## src/rtl/fifo8x9_stream_ctrl.sv

```systemverilog
// fifo8x9_stream_ctrl: access controller for a pointer-driven 256x9 FIFO array.
// Turns valid/ready streams into wren/rden pulses, tracks array occupancy and
// re-times the array's one-cycle read latency through a 2-entry skid buffer.
module fifo8x9_stream_ctrl #(
  parameter int unsigned DATA_W = 9,
  parameter int unsigned ADDR_W = 8,
  parameter int unsigned DEPTH  = 256
) (
  input  logic              clk,
  input  logic              rst,
  input  logic              flush,
  input  logic              s_valid,
  output logic              s_ready,
  input  logic [DATA_W-1:0] s_data,
  output logic              m_valid,
  input  logic              m_ready,
  output logic [DATA_W-1:0] m_data,
  output logic              wren,
  output logic              WrInc,
  output logic [DATA_W-1:0] fifo_din,
  output logic              rden,
  output logic              RdInc,
  input  logic [DATA_W-1:0] fifo_dout,
  output logic              RdPtrClr,
  output logic              WrPtrClr,
  output logic [ADDR_W:0]   count,
  output logic              full,
  output logic              empty
);

  localparam int unsigned CNT_W = ADDR_W + 1;

  typedef enum logic {ST_CLR = 1'b0, ST_RUN = 1'b1} state_t;

  state_t              state_q;
  state_t              state_d;
  logic [CNT_W-1:0]    count_q;
  logic                inflight_q;
  logic [1:0]          buf_cnt_q;
  logic [DATA_W-1:0]   buf0_q;
  logic [DATA_W-1:0]   buf1_q;

  logic                run_c;
  logic                pop_c;
  logic [2:0]          occ_c;

  // Handshake terms shared by the output logic and the datapath
  always_comb begin
    run_c = (state_q == ST_RUN) && !rst && !flush;
    pop_c = (buf_cnt_q != 2'd0) && m_ready;
    occ_c = 3'(buf_cnt_q) + 3'(inflight_q) - 3'(pop_c);
  end

  // State register
  always_ff @(posedge clk) begin
    if (rst) state_q <= ST_CLR;
    else     state_q <= state_d;
  end

  // Next state: one pointer-clear cycle, then run until flushed
  always_comb begin
    state_d = state_q;
    case (state_q)
      ST_CLR:  state_d = ST_RUN;
      ST_RUN:  if (flush) state_d = ST_CLR;
      default: state_d = ST_CLR;
    endcase
  end

  // FSM outputs: pointer clears, write accept and read issue
  always_comb begin
    RdPtrClr = 1'b0;
    WrPtrClr = 1'b0;
    s_ready  = 1'b0;
    rden     = 1'b0;
    if (state_q == ST_CLR && !rst) begin
      RdPtrClr = 1'b1;
      WrPtrClr = 1'b1;
    end
    if (run_c) begin
      s_ready = (count_q != CNT_W'(DEPTH));
      rden    = (count_q != CNT_W'(0)) && (occ_c < 3'd2);
    end
    wren     = s_valid && s_ready;
    WrInc    = wren;
    RdInc    = rden;
    fifo_din = s_data;
  end

  // Occupancy, read-in-flight flag and skid buffer
  always_ff @(posedge clk) begin
    if (rst || flush) begin
      count_q    <= '0;
      inflight_q <= 1'b0;
      buf_cnt_q  <= 2'd0;
      if (rst) begin
        buf0_q <= '0;
        buf1_q <= '0;
      end
    end else begin
      count_q    <= count_q + CNT_W'(wren) - CNT_W'(rden);
      inflight_q <= rden;
      case ({inflight_q, pop_c})
        2'b10: begin
          if (buf_cnt_q == 2'd0) buf0_q <= fifo_dout;
          else                   buf1_q <= fifo_dout;
          buf_cnt_q <= buf_cnt_q + 2'd1;
        end
        2'b01: begin
          buf0_q    <= buf1_q;
          buf_cnt_q <= buf_cnt_q - 2'd1;
        end
        2'b11: begin
          if (buf_cnt_q == 2'd1) begin
            buf0_q <= fifo_dout;
          end else begin
            buf0_q <= buf1_q;
            buf1_q <= fifo_dout;
          end
        end
        default: ;
      endcase
    end
  end

  // Status derived from registered state
  always_comb begin
    count   = count_q;
    full    = (count_q == CNT_W'(DEPTH));
    empty   = (count_q == CNT_W'(0)) && !inflight_q && (buf_cnt_q == 2'd0);
    m_valid = (buf_cnt_q != 2'd0);
    m_data  = buf0_q;
  end

endmodule

```

## config.mk

```make
export PLATFORM = sky130hd
export DESIGN_NAME = fifo8x9_stream_ctrl
export DESIGN_NICKNAME = d
export VERILOG_FILES = /design/src/rtl/fifo8x9_stream_ctrl.sv
export SDC_FILE = /design/constraint.sdc
export NUM_CORES = 1
export LEC_CHECK = 0
export BUFFER_PORTS_ARGS = -buffer_cell sky130_fd_sc_hd__buf_2
export CAP_MARGIN = 20
export CORE_MARGIN = 4
export CORE_UTILIZATION = 30
export DETAILED_ROUTE_END_ITERATION = 12
export SYNTH_ARGS = -nofsm -noshare
export SYNTH_HDL_FRONTEND = slang
export SYNTH_SLANG_ARGS = --single-unit
```

## constraint.sdc

```tcl
create_clock -name clk -period 4.95 [get_ports clk]
set_clock_uncertainty 0.2 [all_clocks]
set_input_delay 0 -clock clk [delete_from_list [all_inputs] [get_ports clk]]
set_output_delay 0 -clock clk [all_outputs]
set_load 0.01 [all_outputs]
```

==> results.yml, run 1 <==
synth:
  ys_seq_area_share_pct: 42.8
  yosysTopAreaCell: "edfxtp_1"
  yosysUniqueCellTypes: 40
  ys.flop_type: "edfxtp_1"
  syn-num-nets: 239
  synth_edf_count: 18
  async_reset_ff_share_pct: 0
  synth_top_area_share_pct: 28.9
  synthTopCellsByArea: "edfxtp_1 (29%), dfxtp_1 (14%), ha_1 (9.4%)"
  syn_area_um2: 1870
  netlist_instances: 200
  ys_seq_elements: 31
  avgSynthCellArea_um2: 9.35
  synth_warnings: 0
place:
  hpwl_um: 3010
  port_buffers: 41
  placedCellCount: 299
  place.gp.congestion: 0.814
  place_area_um2: 2060
critical_path:
  critPathRequiredTime_ns: 4.89
  arrival_ns: 4.00
  criticalPathCategory: "flop to flop"
  worstSetupStartpointType: "flop"
  cp-end-kind: "flop"
  worstPathMaxFanout: 4
clock_tree:
  cts.sinks: 31
  clk_pin_slew_ns: 0.07
  cts_tree: "done"
  postCtsHoldBufs: 22
  clkLatencyLatePin_ns: 0.29
  cts_buffers: 5
  post_cts_resized: 0
  cts_root_buf: "clkbuf_8"
  cts.htree.levels: 2
  clock_path_buffers: 2
  cts_setup_buffers: 0
timing:
  hold_viol_final: 0
  max_freq_mhz: 246
  setup-tns-final_ns: 0
  finalSetupViolCount: 0
  post-route-period-util_pct: 82.0
  tightest_slew_ns: 0.849
  slew_viol_final: 0
  period_minus_slack_ns: 4.06
  rsz0062_at_grt: "false"
  slew_headroom_pct: 43.3
pwr:
  power_density_nw_per_um2: 413
  ir_drop_mv: 0.155
  seq_power_share_pct: 33.2
  power_frac_comb_pct: 41.6
  switching_share_pct: 35.2
  intPower_uw: 640
  fin_total_pwr_uw: 988
  p_switching_uw: 347
  p_clk_share_pct: 25.2
  p_leak_uw: 0.00107
layout:
  final_cell_area_um2: 2390
  fin_util_pct: 39.9
  area_growth_syn_to_layout_pct: 28.0
  fin_nets: 292
  diodes: 0
  stdcell_count: 329
  num-fill-cells: 590
  drive_gt1_share_pct: 20.9
grt:
  grt_usage_pct: 12.0
  grt_pass1_vias: 1501
  grt_pass1_wl_um: 7130
  overflow: 0
  grt_max_degree: 19
  use_met3_pct: 3.03
  grtUsageMet1_pct: 15.7
  busiest_layer: "met2"
  antenna_found_initial: 0
  use_met2_pct: 19.0
drt:
  drt_iter0_markers: 95
  remaining_drc_errors: 0
  via_count: 1561
  avgViaCountPerCell: 4.74
  wirelength_um: 4240
  wl_per_cell_um: 12.9
  ant_nets: 0
  first_pass_iters: 4
job:
  maxCapViolations: 0
min_path:
  hp-class: "input pin to flop"
floorplanning:
  initial_core_util_pct: 31.2
  ios: 60
  core_area_um2: 5990
  die_w_um: 86.9
  rows: 28
  die_area_um2: 7560
  die_y_um: 86.9
run_status:
  status: "complete, no violations"
[layer usage]
metal	routed length, um	up-vias
met2	1960	49
met3	260	5
li1	-	783
met5	0	-
met1	1950	724
met4	68	0
[per-stage QoR]
| stage | hold slack, ns | setup WS (ns) |
|---|---|---|
| CTS | 0.133 | 0.881 |
| global route | 0.169 | 0.498 |
| floorplan | -0.145 | 0.826 |
| detailed placement | -0.200 | 0.911 |
| finish | 0.142 | 0.891 |
| global placement | -0.200 | 0.992 |
[power groups by stage]
stage | combinational [uW] | clock [uW] | sequential [uW]
floorplan | 288 | 0 | 339
finish | 411 | 249 | 328
CTS | 413 | 256 | 328
global placement | 394 | 0 | 333
detailed placement | 393 | 0 | 334
global route | 463 | 262 | 333
[cell families after synthesis]
kind of cell / synth area share, %
xor+xnor: 2.81
buf+inv: 11.0
mux: 0.535
simple gates: 21.2
fa+ha+maj: 11.5
flops: 42.8
compound gates: 10.1
[cells in the final DEF (no fill, tap or decap), drive strengths merged, types with 10 or more instances in the layout]
cell	count
a21oi	18
nand3	14
nor2	10
dfxtp	13
edfxtp	18
buf	44
dlygate4sd3	22
inv	20
and2	10
nand2	20
ha	14
[worst paths after layout]
check,startpoint,endpoint,slack [ns],cells after the start
worst max-delay path,buf_cnt_q[1],count[6],0.89,18
worst min-delay path,s_valid,count[0],0.14,4
worst max register to register,buf_cnt_q[1],count[6],0.89,18
worst min register to register,state_q,inflight_q,0.36,2
[area by class of cell]
| class | instances | area [um2] | share of cell area, % |
|---|---|---|---|
| Multi-Input combinational cell | 129 | 862 | 36.0 |
| Sequential cell | 31 | 801 | 33.5 |
| Inverter | 20 | 75.1 | 3.14 |
| Clock buffer | 5 | 68.8 | 2.88 |
| Tap cell | 75 | 93.8 | 3.92 |
| Clock inverter | 3 | 43.8 | 1.83 |
| Timing Repair Buffer | 66 | 448 | 18.7 |
[synthesized netlist by cell type (2+ instances only)]
master,number
clkbuf_1,4
a21oi_1,18
xnor2_1,4
nor2b_1,3
inv_1,20
xor2_1,2
o31ai_1,2
ha_1,14
and4_1,2
and2_1,10
buf_4,12
buf_2,3
dfxtp_1,13
nor4_1,3
fa_1,2
edfxtp_1,18
nand2_1,20
nor2_1,10
nor3_1,3
nand3_1,14
nor3b_1,4
[sequential cells by signal (all words and copies together), names as in the netlist]
register and count:
buf1_q 9, inflight_q 1, count 9, state_q 1
m_data 9, buf_cnt_q 2
[critical path, stage by stage (launching register included)]
cell and delay, ns:
dfxtp_1 0.42, inv_1 0.09, ha_1 0.22, nor2b_1 0.21, xnor2_1 0.17, nand2_1 0.10
fa_1 0.39, xor2_1 0.16, nor3_1 0.18, buf_4 0.14, ha_1 0.22, inv_1 0.05
ha_1 0.16, inv_1 0.05, fa_1 0.36, nand2b_1 0.20, a2111o_1 0.39, a21oi_1 0.15
nor3b_1 0.06
(Power assumes the default switching activity.)
==> run 2: changes to the inputs <==
==> constraint.sdc (replaced) <==
create_clock -name clk -period 3.9 [get_ports clk]
set_clock_uncertainty 0.2 [all_clocks]
set_input_delay 0 -clock clk [delete_from_list [all_inputs] [get_ports clk]]
set_output_delay 0 -clock clk [all_outputs]
set_load 0.01 [all_outputs]
==> results.yml, run 2 (synthesis gave the netlist of run 1 again) <==
floorplanning:
  ios: 60
  initial_core_util_pct: 31.2
  rows: 28
  die_y_um: 86.9
  core_area_um2: 5990
  die_area_um2: 7560
  die_w_um: 86.9
place:
  port_buffers: 41
  place.gp.congestion: 0.746
  place_area_um2: 2090
  hpwl_um: 3080
  dp_slack_ns: -0.0366
critical_path:
  r2r-end: "count[6]"
  cp_slowest_cell: "fa_1"
  critPathTopFamily: "adder cells"
  worstSetupStartpointType: "flop"
  cp-end-kind: "flop"
  critPathRequiredTime_ns: 3.84
  cp_slowest_stage_delay_ns: 0.56
  worstPathMaxFanout: 4
  cp_cell_sequence: "inv_4, ha_4, nor2b_4, xnor2_2, nand2_2, fa_1, nand3_2, nor3_4, ha_1, inv_1, ha_2, inv_2, fa_2, nand2b_4, a2111o_1, a21oi_1, nor3b_1"
  reg2reg_depth: 17
  r2r_start: "buf_cnt_q[0]"
  critPathLaunch: "buf_cnt_q[0]"
  criticalPathCategory: "flop to flop"
  rrSetupSlack_ns: 0.18
  critical_path_buf_inv_count: 3
  arrival_ns: 3.67
  endpoint: "count[6]"
  crit_cells: 17
layout:
  mostFrequentLayoutCells: "buf_2 (41), dlygate4sd3_1 (22), nand2_1 (19), a21oi_1 (18), edfxtp_1 (18)"
  drive_gt1_share_pct: 27.2
  diodes: 0
  area_growth_syn_to_layout_pct: 32.6
  final_cell_area_um2: 2480
  fin_util_pct: 41.4
  final_common_cell: "buf_2"
  fin_nets: 295
grt:
  grt_pass1_vias: 1519
  overflow: 0
  antenna_found_initial: 0
  grt_max_degree: 19
  grt_pass1_wl_um: 7110
  grt_usage_pct: 12.0
timing:
  slew_headroom_pct: 43.1
  hold_viol_final: 0
  post-route-period-util_pct: 95.5
  setup_slack_ns: 0.177
  rsz0062_at_grt: "true"
  max_freq_mhz: 269
  hold_slack_ns: 0.112
  tightest_slew_ns: 0.852
  slew_viol_final: 0
  finalSetupViolCount: 0
  period_minus_slack_ns: 3.72
pwr:
  power_density_nw_per_um2: 521
  p_leak_uw: 0.00111
  ir_drop_mv: 0.220
drt:
  first_pass_iters: 4
  ant_nets: 0
  wirelength_um: 4350
  avgViaCountPerCell: 4.62
  drt_iter0_markers: 66
  via_count: 1533
  remaining_drc_errors: 0
  wl_per_cell_um: 13.1
run_status:
  status: "complete, no violations"
clock_tree:
  cts_tree: "done"
  clock_path_buffers: 2
  cts_root_buf: "clkbuf_8"
  cts.sinks: 31
  cts_buffers: 5
  clkLatencyLatePin_ns: 0.28
  clk_pin_slew_ns: 0.07
  cts.htree.levels: 2
  cts_setup_buffers: 0
job:
  maxCapViolations: 0
min_path:
  hp-class: "input pin to flop"
-- run 2: layout make-up --
cell class              count  area, um2
fillers                   607       3510
multi-input cells         129        921
flip-flops and latches     31        803
repair buffers             69        470
well taps                  75       93.8
inverters                  20       77.6
clock buffers               5       68.8
clock inverters             3       43.8
-- run 2: worst min-delay path by stage --
stage,cells past startpoint,startpoint,to,slack (ns)
floorplan,1,rst,RdPtrClr,-0.15
finish,4,s_valid,count[0],0.11
global placement,0,s_data[0],fifo_din[0],-0.20
global route,4,s_valid,count[0],0.15
CTS,4,s_valid,count[0],0.09
detailed placement,0,s_data[0],fifo_din[0],-0.20
-- run 2: report_power, final --
group          internal, uW  switching, uW
registers               387           29.7
logic                   261            297
clock network           190            128
total                   837            455
-- run 2: worst reg2reg max path, stage by stage, from the launching register on --
cell and delay, ns:
dfxtp_2 0.36, inv_4 0.05, ha_4 0.16, nor2b_4 0.13, xnor2_2 0.13, nand2_2 0.09, fa_1 0.56, nand3_2 0.10
nor3_4 0.21, ha_1 0.25, inv_1 0.06, ha_2 0.17, inv_2 0.04, fa_2 0.33, nand2b_4 0.16, a2111o_1 0.37
a21oi_1 0.15, nor3b_1 0.06
-- run 2: repair_timing --
item                                    4_1_cts  5_1_grt
hold buffers                                 22        0
pin swaps                                     0        3
gates resized for setup                       2       13
endpoints found under the setup margin        2        3
hold endpoints to repair                     30        0
-- run 2: layer usage --
layer	GRT usage, %	vias up	wire length [um]
met3	3.50	4	241
met2	19.3	43	1940
met4	3.82	0	52
met1	15.6	697	2110
li1	-	789	-
met5	0	-	0
-- run 2: per-stage QoR --
stage	TNS, ns	instances	total power [uW]
global placement	0	302	949
global route	-0.0542	332	1390
finish	0	332	1290
floorplan	0	200	805
CTS	0	332	1300
detailed placement	-0.0366	302	950
